`src/rtl/regfile_dump_streamer.sv`:
```
// regfile_dump_streamer: walks the register file over valid/ready; REGDUMP_CHECKSUM_EN appends an XOR checksum word
module regfile_dump_streamer #(
  parameter int NUM_REGS = 32,
  parameter int ADDR_W   = 5,
  parameter int DATA_W   = 32
) (
  input  logic              clk,
  input  logic              rst_n,
  input  logic              start,
  input  logic              abort,
  output logic              busy,
  output logic              done,
  output logic [ADDR_W-1:0] rd_addr,
  input  logic [DATA_W-1:0] rd_data,
  output logic              m_valid,
  input  logic              m_ready,
  output logic [DATA_W-1:0] m_data,
  output logic [ADDR_W-1:0] m_index,
  output logic              m_last
);
  typedef enum logic [2:0] {
    IDLE, FETCH, SEND,
`ifdef REGDUMP_CHECKSUM_EN
    CSUM,
`endif
    DONE
  } state_t;
  state_t state, next;
  logic [ADDR_W-1:0] idx;
  logic [DATA_W-1:0] data_q;
  logic last_reg;
  assign last_reg = idx == ADDR_W'(NUM_REGS - 1);
  always_ff @(posedge clk or negedge rst_n)
    if (!rst_n) state <= IDLE;
    else state <= next;
  always_comb begin
    next = state;
    case (state)
      IDLE:  next = start ? FETCH : IDLE;
      FETCH: next = SEND;
`ifdef REGDUMP_CHECKSUM_EN
      SEND:  next = !m_ready ? SEND : last_reg ? CSUM : FETCH;
      CSUM:  next = m_ready ? DONE : CSUM;
`else
      SEND:  next = !m_ready ? SEND : last_reg ? DONE : FETCH;
`endif
      default: next = IDLE;
    endcase
    if (abort && state != IDLE) next = IDLE;
  end
  always_ff @(posedge clk or negedge rst_n)
    if (!rst_n) begin
      idx    <= '0;
      data_q <= '0;
    end else begin
      idx    <= next == IDLE ? '0 : (state == SEND && m_ready && !last_reg) ? idx + 1'b1 : idx;
      data_q <= state == FETCH ? rd_data : data_q;
    end
`ifdef REGDUMP_CHECKSUM_EN
  logic [DATA_W-1:0] csum;
  always_ff @(posedge clk or negedge rst_n)
    if (!rst_n) csum <= '0;
    else if ((state == IDLE && start) || abort) csum <= '0;
    else if (state == SEND && m_ready) csum <= csum ^ data_q;
`endif
  always_comb begin
    busy    = state != IDLE;
    done    = state == DONE;
    rd_addr = idx;
`ifdef REGDUMP_CHECKSUM_EN
    m_valid = state == SEND || state == CSUM;
    m_data  = state == CSUM ? csum : data_q;
    m_index = state == CSUM ? '0 : idx;
    m_last  = state == CSUM;
`else
    m_valid = state == SEND;
    m_data  = data_q;
    m_index = idx;
    m_last  = state == SEND && last_reg;
`endif
  end
endmodule

```
`config.mk`:
```
export PLATFORM = sky130hd
export DESIGN_NAME = regfile_dump_streamer
export DESIGN_NICKNAME = d
export VERILOG_FILES = /design/src/rtl/regfile_dump_streamer.sv
export SDC_FILE = /design/constraint.sdc
export NUM_CORES = 1
export LEC_CHECK = 0
export ABC_AREA = 1
export BUFFER_PORTS_ARGS = -buffer_cell sky130_fd_sc_hd__buf_2
export CORE_MARGIN = 1
export CORE_UTILIZATION = 25
export CTS_CLUSTER_SIZE = 40
export DETAILED_ROUTE_END_ITERATION = 8
export PLACE_DENSITY_LB_ADDON = 0.2
export SYNTH_ARGS = -nofsm -noshare
export SYNTH_HDL_FRONTEND = slang
export SYNTH_SLANG_ARGS = --single-unit
```
`constraint.sdc`:
```
create_clock -name clk -period 2.4 [get_ports clk]
set_input_delay 0.12 -clock clk [delete_from_list [all_inputs] [get_ports clk]]
set_output_delay 0.12 -clock clk [all_outputs]
set_load 0.005 [all_outputs]
```
After elaboration in Yosys (flattened, before gate mapping)
Cells that the tools add are included.
{ "word_totals": {"ff_bits": 40, "inputBits": 37, "wordCells": 24, "output_inout_bits": 46} }
{ "op_classes": {"n_addsub": 1, "n_eq_ne": 4, "n_reduce_logical": 9, "muxes": 7} }
{ "op_table": {"columns": ["operator", "count"], "rows": [
  ["2-to-1 mux 5 bit", 2],
  ["== test 3 x 2 -> 1 bit, second input constant", 2],
  ["zero test 3 bit", 2],
  ["one-hot mux 2 bit (3 select lines)", 1],
  ["adder 5 x 1 -> 5 bit, second input constant", 1],
  ["== test 5 bit, second input constant", 1],
  ["logical AND 1 bit", 4],
  ["2-to-1 mux 2 bit", 2],
  ["== test 3 x 1 -> 1 bit, second input constant", 1],
  ["2-to-1 mux 3 bit", 1],
  ["nonzero test 3 bit", 1],
  ["nonzero test 2 bit", 1],
  ["zero test 1 bit", 1],
  ["2-to-1 mux 1 bit", 1]
]} }

Longest topological paths before layout
{ "depth": {"depth_word": 7, "ltp_mapped": 12, "mapped_depth_nobuf": 12} }

Worst setup path after synthesis
Ideal clock, no wire load.
{ "synth_path": {"path_kind": "register to register", "from": "register idx[0] (netlist: m_index[0])", "to": "register idx[2] (netlist: m_index[2])", "t_arrival_ns": 1.390, "path_buffers": 0, "period_less_slack_ns": 1.514, "setup_time_ns": 0.124, "path_stages_with_launch": 11, "setup_slack_ns": 0.886, "path_cell_list": "dfrtp_1 ha_1 nand2_1 nor2_1 ha_1 inv_1 nand2_1 nor2_1 nand3_1 nand2_1 nor2_1"} }
{ "synth_via": {"elab_chain_cells": 7, "word_cells_on_any_way": 12, "classes_between": "add/sub: 1; eq/ne: 1; mux: 6; reduce/logical: 4"} }
{ "synth_lines": {"columns": ["item", "line_no", "rtl"], "rows": [
  ["from (decl)", "29", "logic [ADDR_W-1:0] idx;"],
  ["from (signal assigned)", "56", "idx <= next == IDLE ? '0 : (state == SEND && m_ready && !last_reg) ? idx + 1'b1 : idx;"],
  ["== test 5 bit", "32", "assign last_reg = idx == ADDR_W'(NUM_REGS - 1);"],
  ["2-to-1 mux 2 bit (2 in a row)", "45", "SEND: next = !m_ready ? SEND : last_reg ? DONE : FETCH;"],
  ["one-hot mux 2 bit (3 select lines)", "38", "case (state)"],
  ["2-to-1 mux 3 bit", "49", "if (abort && state != IDLE) next = IDLE;"],
  ["zero test 3 bit", "56", null],
  ["2-to-1 mux 5 bit or nonzero test 2 bit (tied branches)", null, null]
]} }
Several ways; a longest one is shown, not always the timed one. The select of a mux whose other input is x is not followed.
A chain may end at the register's enable or synchronous reset.

Final worst setup path
Same ends and word-level chain as after synthesis.

==> run_results.csv <==
group,metric,value,unit
logic_synthesis,synth_compound_area_share,0.4178,%
worst_setup_path,path_cells,"ha_1 -> nand2_1 -> nor2_1 -> ha_1 -> inv_1 -> nand2_1 -> nand2_1 -> nand2_1 -> o21bai_1 -> nor2_1",
floorplan,coreArea,6869,um^2
drt,wl_per_cell,11.11,um
logic_synthesis,synthAdderAreaFrac,1.393,%
sta,setup_viol,0,
placed_design,io_buffer_count,82,
clocking,cts_tree,"done",
floorplan,initial_core_util,26.16,%
sta,rsz0062_at_grt,"false",
worst_setup_path,crit_path_max_incr_delay,430,ps
clocking,cts_buffers,5,
worst_hold_path,hold_end,"m_data[30]",
sta,slew_violations,0,
sta,whs,50.65,ps
finish,drive_gt1_share,55.61,%
worst_setup_path,reg2reg_to,"m_index[2]",
drt,ant_nets,0,
logic_synthesis,ys_types,14,
finish,final_common_cell,"buf_2",
clocking,clkLatencyLatePin,290,ps
global_routing,grt-ovfl-total,0,
logic_synthesis,synth-simple-area-share,9.958,%
floorplan,die_h,86.78,um
logic_synthesis,synthesis.nets,179,
logic_synthesis,synthMuxAreaShare,26.32,%
clocking,cts_max_level,2,
worst_setup_path,cpMaxStageDelayCell,"dfrtp_1",
sta,final_hold_viol_count,0,
power,ir_drop,388.8,uV
worst_setup_path,crit_required,2570,ps
clocking,clockBufferDepth,2,
placed_design,hpwl,2530,um
worst_setup_path,cpMostUsedCell,"nand2_1",
logic_synthesis,ys_seq_elements,39,
logic_synthesis,ys.flop_type,"dfrtp_1",
drt,finalWirelength,3543,um
worst_setup_path,reg2reg_depth,10,
finish,final_util,34.63,%
logic_synthesis,synth_top_family_by_area,"multiplexers",
placed_design,gp_congestion,0.7912,
logic_synthesis,synth_largest_area_cell,"dfrtp_1",
drt,first_iter_violations,37,
logic_synthesis,synth_xor_xnor_area_share,0.4875,%
global_routing,grt_pass1_wl,5602,um
sta,slew_headroom,42.54,%
sta,fin_tns_setup,0,ps
power,powerDensity,1155,nW/um^2
worst_setup_path,crit_path_max_fanout,5,
drt,drcViolationCount,0,
logic_synthesis,avgSynthCellArea,12.83,um^2
worst_hold_path,worstHoldStart,"rd_data[30]",
worst_setup_path,setup.worst_path.class,"register to register",
clocking,cts_root_buffer,"clkbuf_8",
finish,syn2layout_area_growth,32.38,%
worst_setup_path,reg2reg_from,"m_index[0]",
drt,drt_first_pass_iters,4,
floorplan,ioPinCount,83,
logic_synthesis,yosys_warnings,0,
sta,skew,6.114,ps
worst_setup_path,cp-end-kind,"register",
logic_synthesis,synth_area,1797,um^2
global_routing,antenna_found_initial,0,
logic_synthesis,synth_top_area_share,54.32,%
flow_run,cap_violations,0,
floorplan,rows,30,
logic_synthesis,async_flop_share,100.0,%
sta,worstMarginPinSlew,861.9,ps
worst_setup_path,reg2reg_slack,710,ps
logic_synthesis,synth-edff-count,0,
clocking,clk_transition_reported_paths,80,ps
sta,fin_crit_sh,70.27,%
worst_setup_path,cp.arrival,1850,ps
clocking,cts.sinks,39,
status,status,"completed",
logic_synthesis,syn_inst,140,
logic_synthesis,yosysSeqAreaShare,54.32,%
worst_hold_path,hold_path_depth,2,
floorplan,die_w,86.78,um
global_routing,grt_pass1_vias,1144,
global_routing,grtUsageTotal,10.16,%
drt,vias,1216,
drt,via_per_inst,3.812,
power,leakage,1.338,nW
finish,fin_nets,261,
worst_setup_path,setup.worst_path.start_class,"register",
floorplan,die_area,7530,um^2
sta,timing.fmax,0.5930,GHz
logic_synthesis,synth_area_leaders,"dfrtp_1 (54%), mux2_4 (25%), nand2_1 (5.2%), inv_1 (3.1%), buf_4 (2.1%)",
finish,diodes,0,
worst_hold_path,hold_class,"input port to register",
global_routing,grt_max_degree,40,
finish,final_cell_mix,"buf_2 (82), dfrtp_1 (39), mux2_4 (30), nand2_1 (25), inv_1 (15)",
sta,period_needed,1686,ps
Yosys cell counts (2+ instances only):
cell type / number
ha_1: 2
mux2_2: 2
inv_1: 15
buf_4: 5
nand3_1: 5
mux2_4: 30
nand2_1: 25
buf_6: 3
dfrtp_1: 39
nor2_1: 10
metrics by stage:
stage | total power [mW] | cell area, um^2 | setup slack [ps] | instances
final | 2.747 | 2379 | 713.5 | 319
after global routing | 2.949 | 2379 | 519.9 | 319
after CTS | 2.806 | 2379 | 681.3 | 319
after detailed placement | 2.232 | 2256 | 693.7 | 310
after global placement | 2.233 | 2256 | 740.9 | 310
after floorplan | 1.847 | 1797 | 886.1 | 140
cell families (layout without fill, tap and decap cells):
family | after synthesis | in the layout
adders and majority gates | 2 | 2
muxes | 32 | 32
AOI/OAI and AO/OA | 1 | 1
xor gates and xnor gates | 1 | 1
DFF | 39 | 39
and+or+nand+nor | 42 | 42
buffers and inverters | 23 | 106
where the power goes:
part / leakage, nW / total, mW / internal [mW] / switching [mW]
Sequential: 0.469 / 1.10 / 0.945 / 0.155
Clock: 0.0581 / 0.547 / 0.310 / 0.238
Combinational: 0.811 / 1.10 / 0.700 / 0.399
final cells by class:
type                       instances  area (um^2)
tap                               96        120.1
clock buffer                       5        68.82
multi-input combinational         78        693.2
fill                             705         4491
inverter                          15        56.30
timing repair buffer              83        420.4
clock inverter                     3        43.79
sequential                        39        975.9
how the worst max path moves through the flow:
stage / start / end / cells after the start
floorplan: m_index[0] / m_index[2] / 10
global placement: m_index[0] / m_index[0] / 10
detailed placement: m_index[0] / m_index[3] / 10
CTS: m_index[0] / m_index[2] / 10
global route: m_index[0] / m_index[3] / 10
finish: m_index[0] / m_index[2] / 10
state kept, by name, indices dropped and copies added, names as in the netlist:
name / cells
m_data: 32
m_index: 5
state: 2
worst max-delay path, delay by kind of cell, from the launching register on:
family	cells	cell delay, ps
DFF	1	430
adders and majority gates	2	420
and+or+nand+nor	6	370
AOI/OAI and AO/OA	1	280
buffers and inverters	1	70
routing by layer:
| layer | share of wire, % | routed length [um] | track usage, % | vias to the layer above |
|---|---|---|---|---|
| met5 | 0 | 0 | 0 | - |
| met1 | 44 | 1548 | 12.25 | 563 |
| met3 | 5.5 | 194 | 3.524 | 6 |
| li1 | - | - | - | 603 |
| met4 | 1.9 | 68 | 4.545 | 0 |
| met2 | 49 | 1731 | 16.38 | 44 |
repair_timing:
action                    CTS  global route
gates resized for setup     0             0
buffers inserted            0             0
hold endpoints to repair   39             0
hold buffers                1             0
Note: power is estimated with default switching activity, not from simulation.
